<file path="src/rtl/fcfs_grant_scheduler.sv">
// fcfs_grant_scheduler: first-come-first-served arbiter for one shared resource.
// Requesters are granted strictly in arrival order, which is tracked in an internal
// order queue. Each requester holds at most one queue entry.
// Optional macro FCFS_GRANT_TIMEOUT_EN compiles in a hold timer that forcibly
// revokes a grant after MAX_HOLD cycles.
// Ports:
//   clk, rst_n     rising-edge clock, synchronous active-low reset
//   req            level request per requester
//   rel            release strobe per requester (only the owner's bit matters)
//   grant          registered one-hot grant
//   grant_vld      grant is non-zero
//   grant_id       index of the owner, 0 when idle (drives the resource mux select)
//   q_count        number of queued entries
//   timeout_pulse  one-cycle pulse after a forced revoke (0 without the macro)
module fcfs_grant_scheduler #(
  parameter int unsigned NUM_REQ  = 4,
  parameter int unsigned ID_W     = 2,
  parameter int unsigned MAX_HOLD = 16,
  parameter int unsigned TMR_W    = 5
) (
  input  logic               clk,
  input  logic               rst_n,
  input  logic [NUM_REQ-1:0] req,
  input  logic [NUM_REQ-1:0] rel,
  output logic [NUM_REQ-1:0] grant,
  output logic               grant_vld,
  output logic [ID_W-1:0]    grant_id,
  output logic [ID_W:0]      q_count,
  output logic               timeout_pulse
);

  localparam int unsigned QD    = 1 << ID_W;
  localparam int unsigned CNT_W = ID_W + 1;

  // Elaboration-time parameter sanity checks.
  if (NUM_REQ < 2 || NUM_REQ > 8 || QD < NUM_REQ) begin : g_bad_req
    $error("fcfs_grant_scheduler: bad NUM_REQ/ID_W");
  end
  if (MAX_HOLD < 1 || MAX_HOLD >= (1 << TMR_W)) begin : g_bad_hold
    $error("fcfs_grant_scheduler: bad MAX_HOLD/TMR_W");
  end

  typedef enum logic [1:0] {
    IDLE    = 2'd0,
    GRANT   = 2'd1,
    RECOVER = 2'd2
  } state_e;

  state_e             state_q, state_d;
  logic [ID_W-1:0]    q_q [QD];
  logic [ID_W-1:0]    q_d [QD];
  logic [CNT_W-1:0]   cnt_q, cnt_d, cnt_v;
  logic [NUM_REQ-1:0] pending_q, pending_d;
  logic [NUM_REQ-1:0] needs_low_q, needs_low_d;
  logic [NUM_REQ-1:0] grant_q, grant_d;
  logic               vld_q, vld_d;
  logic [ID_W-1:0]    id_q, id_d;
  logic [NUM_REQ-1:0] push_c;
  logic               pop_c;
  logic [ID_W-1:0]    head_c;
  logic               own_rel_c, own_req_c, hit_c;

`ifdef FCFS_GRANT_TIMEOUT_EN
  logic [TMR_W-1:0] timer_q, timer_d;
  logic             tpulse_q, tpulse_d;
  assign hit_c         = (timer_q == TMR_W'(MAX_HOLD - 1));
  assign timeout_pulse = tpulse_q;
`else
  assign hit_c         = 1'b0;
  assign timeout_pulse = 1'b0;
`endif

  assign head_c    = q_q[0];
  assign own_rel_c = rel[id_q];
  assign own_req_c = req[id_q];

  // Requesters eligible to join the order queue this edge.
  always_comb begin
    push_c = '0;
    for (int k = 0; k < NUM_REQ; k++) begin
      push_c[k] = req[k] & ~pending_q[k] & ~needs_low_q[k]
                & ~((state_q == GRANT) && (id_q == ID_W'(k)));
    end
  end

  // Next-state, grant and queue update.
  always_comb begin
    state_d     = state_q;
    grant_d     = grant_q;
    vld_d       = vld_q;
    id_d        = id_q;
    pending_d   = pending_q;
    needs_low_d = needs_low_q & req;   // cleared by the first edge with req low
    pop_c       = 1'b0;
    q_d         = q_q;
    cnt_v       = cnt_q;
`ifdef FCFS_GRANT_TIMEOUT_EN
    timer_d     = timer_q;
    tpulse_d    = 1'b0;
`endif

    unique case (state_q)
      IDLE: begin
        if (cnt_q != '0) begin
          pop_c             = 1'b1;
          pending_d[head_c] = 1'b0;
          // A withdrawn head is simply discarded; this costs one cycle.
          if (req[head_c]) begin
            grant_d = NUM_REQ'(1) << head_c;
            vld_d   = 1'b1;
            id_d    = head_c;
            state_d = GRANT;
`ifdef FCFS_GRANT_TIMEOUT_EN
            timer_d = '0;
`endif
          end
        end
      end
      GRANT: begin
        if (own_rel_c || !own_req_c || hit_c) begin
          grant_d           = '0;
          vld_d             = 1'b0;
          id_d              = '0;
          needs_low_d[id_q] = 1'b1;
          state_d           = RECOVER;
`ifdef FCFS_GRANT_TIMEOUT_EN
          // A genuine release on the same edge wins over the timeout.
          tpulse_d          = hit_c & ~own_rel_c & own_req_c;
`endif
        end else begin
`ifdef FCFS_GRANT_TIMEOUT_EN
          timer_d = timer_q + 1'b1;
`endif
        end
      end
      RECOVER: state_d = IDLE;
      default: state_d = IDLE;
    endcase

    // Pop shifts the queue down; pushes then append in ascending index order.
    if (pop_c) begin
      for (int i = 0; i < QD - 1; i++) q_d[i] = q_q[i+1];
      q_d[QD-1] = '0;
      cnt_v     = cnt_v - 1'b1;
    end
    for (int k = 0; k < NUM_REQ; k++) begin
      if (push_c[k]) begin
        q_d[cnt_v[ID_W-1:0]] = ID_W'(k);
        pending_d[k]         = 1'b1;
        cnt_v                = cnt_v + 1'b1;
      end
    end
    cnt_d = cnt_v;
  end

  // State registers with synchronous reset.
  always_ff @(posedge clk) begin
    if (!rst_n) begin
      state_q     <= IDLE;
      cnt_q       <= '0;
      pending_q   <= '0;
      needs_low_q <= '0;
      grant_q     <= '0;
      vld_q       <= 1'b0;
      id_q        <= '0;
      for (int i = 0; i < QD; i++) q_q[i] <= '0;
`ifdef FCFS_GRANT_TIMEOUT_EN
      timer_q     <= '0;
      tpulse_q    <= 1'b0;
`endif
    end else begin
      state_q     <= state_d;
      cnt_q       <= cnt_d;
      pending_q   <= pending_d;
      needs_low_q <= needs_low_d;
      grant_q     <= grant_d;
      vld_q       <= vld_d;
      id_q        <= id_d;
      for (int i = 0; i < QD; i++) q_q[i] <= q_d[i];
`ifdef FCFS_GRANT_TIMEOUT_EN
      timer_q     <= timer_d;
      tpulse_q    <= tpulse_d;
`endif
    end
  end

  assign grant     = grant_q;
  assign grant_vld = vld_q;
  assign grant_id  = id_q;
  assign q_count   = cnt_q;

endmodule
</file>
<file path="config.mk">
export PLATFORM = sky130hd
export DESIGN_NAME = fcfs_grant_scheduler
export DESIGN_NICKNAME = d
export VERILOG_FILES = /design/src/rtl/fcfs_grant_scheduler.sv
export SDC_FILE = /design/constraint.sdc
export NUM_CORES = 1
export LEC_CHECK = 0
export CORE_ASPECT_RATIO = 1.2
export CORE_MARGIN = 2
export CORE_UTILIZATION = 24
export CTS_BUF_LIST = sky130_fd_sc_hd__clkbuf_8
export DETAILED_ROUTE_END_ITERATION = 7
export GPL_ROUTABILITY_DRIVEN = 0
export SYNTH_ARGS = -nofsm -noshare
export SYNTH_HDL_FRONTEND = slang
export SYNTH_SLANG_ARGS = --single-unit
</file>
<file path="constraint.sdc">
create_clock -name clk -period 3.3 [get_ports clk]
set_clock_uncertainty 0.1 [all_clocks]
set_input_delay 0.495 -clock clk [delete_from_list [all_inputs] [get_ports clk]]
set_output_delay 0.495 -clock clk [all_outputs]
set_load 0.1 [all_outputs]
</file>
Word-level counts from Yosys, hierarchy flattened
Cells that the tools add are included.

storage, ports and cells
  register bits = 28
  logic and storage cells = 164
  output and inout port bits = 11
  input bits = 10

cells by class
  reduce and logical (&&, ||, !) cells = 30
  magnitude comparators = 12
  equal/unequal tests = 7
  bitwise gates (word level) = 41
  add/subtract/negate cells = 5
  muxes and demuxes = 54
  shift-type cells = 1

operators with widths
  kind                                                 count
  two-way mux 8 bit                                    5
  two-way mux 4 bit                                    7
  two-way mux 2 bit                                    10
  nonzero test 2 bit                                   9
  bitwise AND 4 bit                                    4
  demux 2 bit (select 2 bit)                           4
  two-way mux 3 bit                                    5
  two-way mux 1 bit                                    14
  adder 3 x 1 -> 3 bit (second input constant)         4
  bitwise AND 1 bit                                    12
  >= comparator 3 bit (second input constant)          4
  < comparator 3 x 1 -> 1 bit (second input constant)  4
  inverter 1 bit                                       12
  inverter 2 -> 3 bit                                  4
  inverter 4 bit                                       3
  bitwise OR 4 bit                                     3
  logical AND 1 bit                                    10
  bitwise AND 8 bit                                    1
  inverter 8 bit                                       1
  bitwise OR 8 bit                                     1
  case mux 2 bit (2 select lines)                      2
  case mux 4 bit (2 select lines)                      1
  AND reduction 2 bit                                  4
  binary-select mux 1 bit (select 2 bit)               3
  other kinds (16)                                     23

Logic depth before layout (Yosys ltp)
  depth after elaboration = 18
  gate-level depth with buffers = 19
  depth with buffers taken out = 19

Least setup slack after synthesis
No wires, ideal clock.

  kind = reg-to-reg
  from = register cnt_q[0], in the netlist q_count[0]
  to = register q_q, in the netlist head_c[1]
  period minus slack after synthesis = 4,442 ps
  path buffers = 0
  setup time = 75 ps
  arrival = 4,267 ps
  cell stages (with the launch flop) = 17
  path slack = -1,142 ps
  required time = 3,125 ps
  cell sequence = dfxtp_1 -> inv_1 -> ha_1 -> nor2b_1 -> nor3_1 -> nor2_1 -> inv_1 -> ha_1 -> nand2_1 -> o21ai_0 -> ha_1 -> nand2b_1 -> nand2_1 -> inv_1 -> ha_1 -> or4_4 -> a31oi_1

on the way
  cells in the longest elaborated chain, start to end = 18
  elaborated cells on any way between the ends = 46
  classes of those cells = add/sub: 4; order compare: 8; mux: 19; bitwise: 10; reduce/logical: 5

ends and longest elaborated chain
  what                                                                                RTL line  RTL
  start, declared                                                                     52        logic [CNT_W-1:0] cnt_q, cnt_d, cnt_v;
  start signal, assigned                                                              173       cnt_q <= cnt_d;
  parallel branches: the longest is 17 deep, another holds subtractor 3 x 1 -> 3 bit  --
  two-way mux 8 bit (*)                                                               147       if (push_c[k]) begin
  end, declared                                                                       50        logic [ID_W-1:0] q_q [QD];

Mark *: on every way between the ends.
A chain may end at the register's enable or synchronous reset.

Worst setup path after layout
  from = register cnt_q[0], in the netlist q_count[0]
  to = register cnt_q[2], in the netlist q_count[2]

on the way
  cells in the longest elaborated chain, start to end = 12
  elaborated cells on any way between the ends = 13
  classes of those cells = add/sub: 5; mux: 7; reduce/logical: 1

ends and longest elaborated chain
  what                                                                               RTL line  RTL
  parallel branches: the longest is 3 deep, another holds subtractor 3 x 1 -> 3 bit  --
  two-way mux 3 bit (*)                                                              141       if (pop_c) begin
  adder 3 x 1 -> 3 bit                                                               150       cnt_v = cnt_v + 1'b1;
  two-way mux 3 bit (*)                                                              147
  adder 3 x 1 -> 3 bit                                                               150
  two-way mux 3 bit (*)                                                              147
  adder 3 x 1 -> 3 bit                                                               150
  two-way mux 3 bit (*)                                                              147
  adder 3 x 1 -> 3 bit                                                               150
  two-way mux 3 bit (*)                                                              147

Marks and branches as above.

==> impl_summary.md <==
Power and ir drop
The part of the power in combinational logic is 73.8%. The share of total power consumed by net switching is 47.7%. The peak supply drop is 0.000267 V. The clock network burns 9.4% of the power. The total internal power is 1.53 mW. In this run the static leakage power is 1.05 nW. Dividing total power by cell area gives a power density of 1120 mW/mm². The share of total power dissipated in sequential elements is 16.8%.

Power comes to 2.93 mW. The switching power total is 1.40 mW.

Final layout
In the final design database the tool counted 314 nets. The post-route netlist has 26.0% of its cells at a drive strength greater than 1. The relative area change from synthesis to final layout is 31.7%. The number of antenna repair diodes is 0. The core utilization of the finished layout is 32.4%. The fill cell total of the finished layout is 831.

STA
The timing-limited maximum frequency is 0.322 GHz. Measured against its own limit, the worst slew margin works out to 35.1%. At the pin with the least slew margin, the transition time is 0.971 ns.

The clock period could shrink to 3.11 ns. The final number of setup-violating endpoints is 0. Hold timing on the final database bottoms out at a slack of 0.369 ns. Setup repair after global routing left no endpoint under its margin.

The count of pins over their slew limit is 0. In the finished design, the share of the clock period the worst path needs comes to 94.3%. The final hold violation count is 0.

Logic synthesis
Summing the areas of all fa, ha and maj instances in the mapped netlist gives 8.83% of the synthesized area. Yosys mapped the design onto 59 distinct sky130hd cell types. The post-synthesis instance area is 0.00198 mm². The synthesized area per cell is 7.87 µm².

Sequential cells were found to cover 28.3% of the synthesized design area. The share of the synthesized area in the top cell type is 28.3%. The number of nets in the synthesized netlist is 276.

The flip-flop and latch count after synthesis is 28. Counting flops with an async set or reset pin after synthesis yields a share of 0%. Yosys attributes the largest share of cell area to sky130_fd_sc_hd__dfxtp_1 (28%), sky130_fd_sc_hd__ha_1 (8.8%), sky130_fd_sc_hd__a21oi_1 (7.6%), sky130_fd_sc_hd__nand2_1 (6.1%), sky130_fd_sc_hd__nor2_1 (4.4%). The basic-gate share of the synthesized area counting and, or, nand and nor cells is 26.0%. Counting instances in the post-synthesis netlist gives the leading cell types as sky130_fd_sc_hd__nand2_1 (32), sky130_fd_sc_hd__a21oi_1 (30), sky130_fd_sc_hd__dfxtp_1 (28), sky130_fd_sc_hd__nor2_1 (23). Summing the areas of all compound-gate instances in the mapped netlist gives 24.2% of the synthesized area. The post-synthesis instance total is 252.

The leading area contributor after synthesis is sky130_fd_sc_hd__dfxtp_1. The number of synthesized flops with an enable pin is 0. After synthesis, the largest family of logic cells by area is simple AND/OR/NAND/NOR gates.

In the synthesized netlist, mux cells make up 3.85% of the area. The xor/xnor cell area share of the yosys netlist is 2.21%. The number of synthesis warnings is 0. Among all flip-flop cells after synthesis, the most frequent one is sky130_fd_sc_hd__dfxtp_1. Yosys instantiated no cell more often than sky130_fd_sc_hd__nand2_1.

Clock tree
The clock buffer count from CTS is 3. The longest clock path from root to sink contains 2 buffers. The clock latency reported for the late side of the worst-skew pair is 0.28 ns. The clock slew seen by the registers of the worst setup and hold paths is 0.10 ns. The TritonCTS sink count is 28. TritonCTS built the clock tree. The clock root buffer master is sky130_fd_sc_hd__clkbuf_8.

In this run the number of H-tree levels came out at 1.

Critical path
For flop-to-flop paths, the worst setup slack is 0.19 ns. In this run the worst path has a maximum fanout of 4. Traced cell by cell, the critical path runs through inv_4, ha_4, nor2b_4, nor3_4, nor2_2, inv_1, ha_4, nand2_1, o21ai_2, ha_1, nand2b_4, nand2_4, inv_4, ha_4, o211ai_1, xnor2_1, xnor2_1, or2_2, mux2i_1. The nature of the critical path endpoint is a flop. Tracing the worst setup path back leads to its startpoint at q_count[0]$_SDFF_PN0_.

In this design, the stage delay of the slowest critical-path cell is 0.38 ns. The startpoint type of the worst setup path is a flop. In this run the critical register-to-register path is captured at q_count[2]$_SDFF_PN0_.

For the worst setup path, the data required time is 3.41 ns. The slowest stage of the critical path belongs to the cell sky130_fd_sc_hd__dfxtp_4. The endpoint arrival time on the critical path is 3.22 ns. The worst register-to-register path begins at q_count[0]$_SDFF_PN0_. The critical path ends at q_count[2]$_SDFF_PN0_. The logic depth of the worst register-to-register path is 19. Among the stages of the critical path, the cell type that occurs most often is sky130_fd_sc_hd__ha_4. The critical setup path kind is flop to flop.

Worst hold path
The path class of the tightest hold or removal check is flop to flop.

Drt
The first routing iteration left 107 violations. After detailed routing, the number of vias per cell comes to 5.16. In the routed design, unresolved DRC markers number 0. For this block, the routed nets add up to 5680 µm of wire.

The length of the first detailed-routing pass in iterations is 6. The final antenna-violating net count is 0. After detailed routing, the average wire length per cell comes to 14.8 µm. Detailed routing inserted a total of 1,980 vias.

Placed design
Once detailed placement completed, the half-perimeter wirelength came to 4490 µm. The number of I/O port buffers is 19.

Die
The die boundary width is 87.0 µm. In this run the count of I/O pins placed on the die edge is 21. The region available for standard cell placement spans 0.00806 mm². The effective utilization at floorplan is 24.6%.

Row generation in the floorplan step produced 36 rows. The area of the die is 0.00901 mm². The overall die height is 104 µm.

Global routing
The number of global-route vias before repair is 2,040. Entering global routing, the biggest net connects 22 pins. The first global-routing pass estimated 9720 µm of wire.

The global routing usage summed across all routing layers is 13.3%. The initial antenna violation count is 0. The total grt overflow is 0.

Outcome
The flow ran to the end, and the final reports show no timing, DRC or antenna violations.

Job
Across the run, the number of max-cap violations was 0.
-- cells by family after synthesis --
kind of cell,Yosys count
mux,6
other cells,1
buf+inv,30
fa+ha+maj,14
simple gates,98
flops,28
compound gates,70
xor+xnor,5
-- layer usage --
metal	GRT usage, %	share of wire, %
met2	22.5	51
met5	0	0
met4	6.14	3.0
met3	1.51	1.5
met1	16.5	45
-- power groups by stage --
stage	combinational, mW	sequential [mW]	clock, mW
finish	2.16	0.492	0.276
global route	2.36	0.502	0.297
CTS	2.05	0.496	0.282
detailed placement	2.03	0.504	0
global placement	2.01	0.501	0
floorplan	1.25	0.673	0
-- worst max-delay path, delay by kind of cell (launching register included) --
family,cells,cell delay (ns)
simple gates,7,0.98
fa+ha+maj,4,0.81
flops,1,0.38
xor+xnor,2,0.27
buf+inv,3,0.22
compound gates,2,0.18
mux,1,0.12
-- per-stage QoR --
step	setup WS (ns)	instance area [µm²]	std cells	TNS (ns)
after floorplan	0.0106	2080	252	0
after detailed placement	-0.219	2480	376	-1.37
final	0.190	2610	384	0
after global routing	0.0205	2610	384	0
after CTS	0.0694	2550	380	0
after global placement	-0.113	2480	376	-0.688
-- worst min path at each step --
| stage | startpoint | end | slack (ns) | depth (start not counted) |
|---|---|---|---|---|
| after floorplan | pending_q[3]$_SDFFE_PN0P_ | pending_q[3]$_SDFFE_PN0P_ | 0.34 | 2 |
| after global placement | pending_q[3]$_SDFFE_PN0P_ | pending_q[3]$_SDFFE_PN0P_ | 0.35 | 2 |
| after detailed placement | pending_q[3]$_SDFFE_PN0P_ | pending_q[3]$_SDFFE_PN0P_ | 0.36 | 2 |
| after CTS | pending_q[3]$_SDFFE_PN0P_ | pending_q[3]$_SDFFE_PN0P_ | 0.37 | 2 |
| after global routing | needs_low_q[2]$_SDFF_PN0_ | needs_low_q[2]$_SDFF_PN0_ | 0.40 | 2 |
| final | pending_q[3]$_SDFFE_PN0P_ | pending_q[3]$_SDFFE_PN0P_ | 0.37 | 2 |
-- layout by cell type, fill, tap and decap left out, types with 3 or more instances in the layout --
master                            count
sky130_fd_sc_hd__nor2_2               3
sky130_fd_sc_hd__a31oi_1              3
sky130_fd_sc_hd__nand3_1             12
sky130_fd_sc_hd__nand2_1             31
sky130_fd_sc_hd__a222oi_1             3
sky130_fd_sc_hd__buf_4               35
sky130_fd_sc_hd__ha_4                 3
sky130_fd_sc_hd__clkbuf_8             3
sky130_fd_sc_hd__mux2_2               3
sky130_fd_sc_hd__o21ai_0              5
sky130_fd_sc_hd__dfxtp_1             23
sky130_fd_sc_hd__ha_1                11
sky130_fd_sc_hd__nor2_1              20
sky130_fd_sc_hd__a22o_1               7
sky130_fd_sc_hd__a32oi_1              3
sky130_fd_sc_hd__xnor2_1              4
sky130_fd_sc_hd__clkdlybuf4s50_1     11
sky130_fd_sc_hd__a21oi_1             29
sky130_fd_sc_hd__dfxtp_4              3
sky130_fd_sc_hd__a211o_1              3
sky130_fd_sc_hd__inv_1               11
sky130_fd_sc_hd__nor3b_1              7
-- area by class of cell --
cell class,count,area [µm²],share of cell area [%]
Timing Repair Buffer,47,385,14.8
Clock buffer,3,41.3,1.58
Sequential cell,28,574,22.0
Clock inverter,1,30.0,1.15
Tap cell,95,119,4.55
Inverter,16,65.1,2.49
Multi-Input combinational cell,194,1400,53.5
-- repair_timing --
action                                  CTS  global route
endpoints found under the setup margin    0            10
hold endpoints to repair                  0             0
hold buffers                              0             0
setup buffers                             0             4
resized for setup                         0             6
-- sequential cells by signal (all words and copies together), names as in the netlist --
register	flops
grant	4
grant_id	2
grant_vld	1
head_c	2
needs_low_q	4
pending_q	4
q_count	3
q_q	6
state_q	2
(Power assumes the default switching activity.)
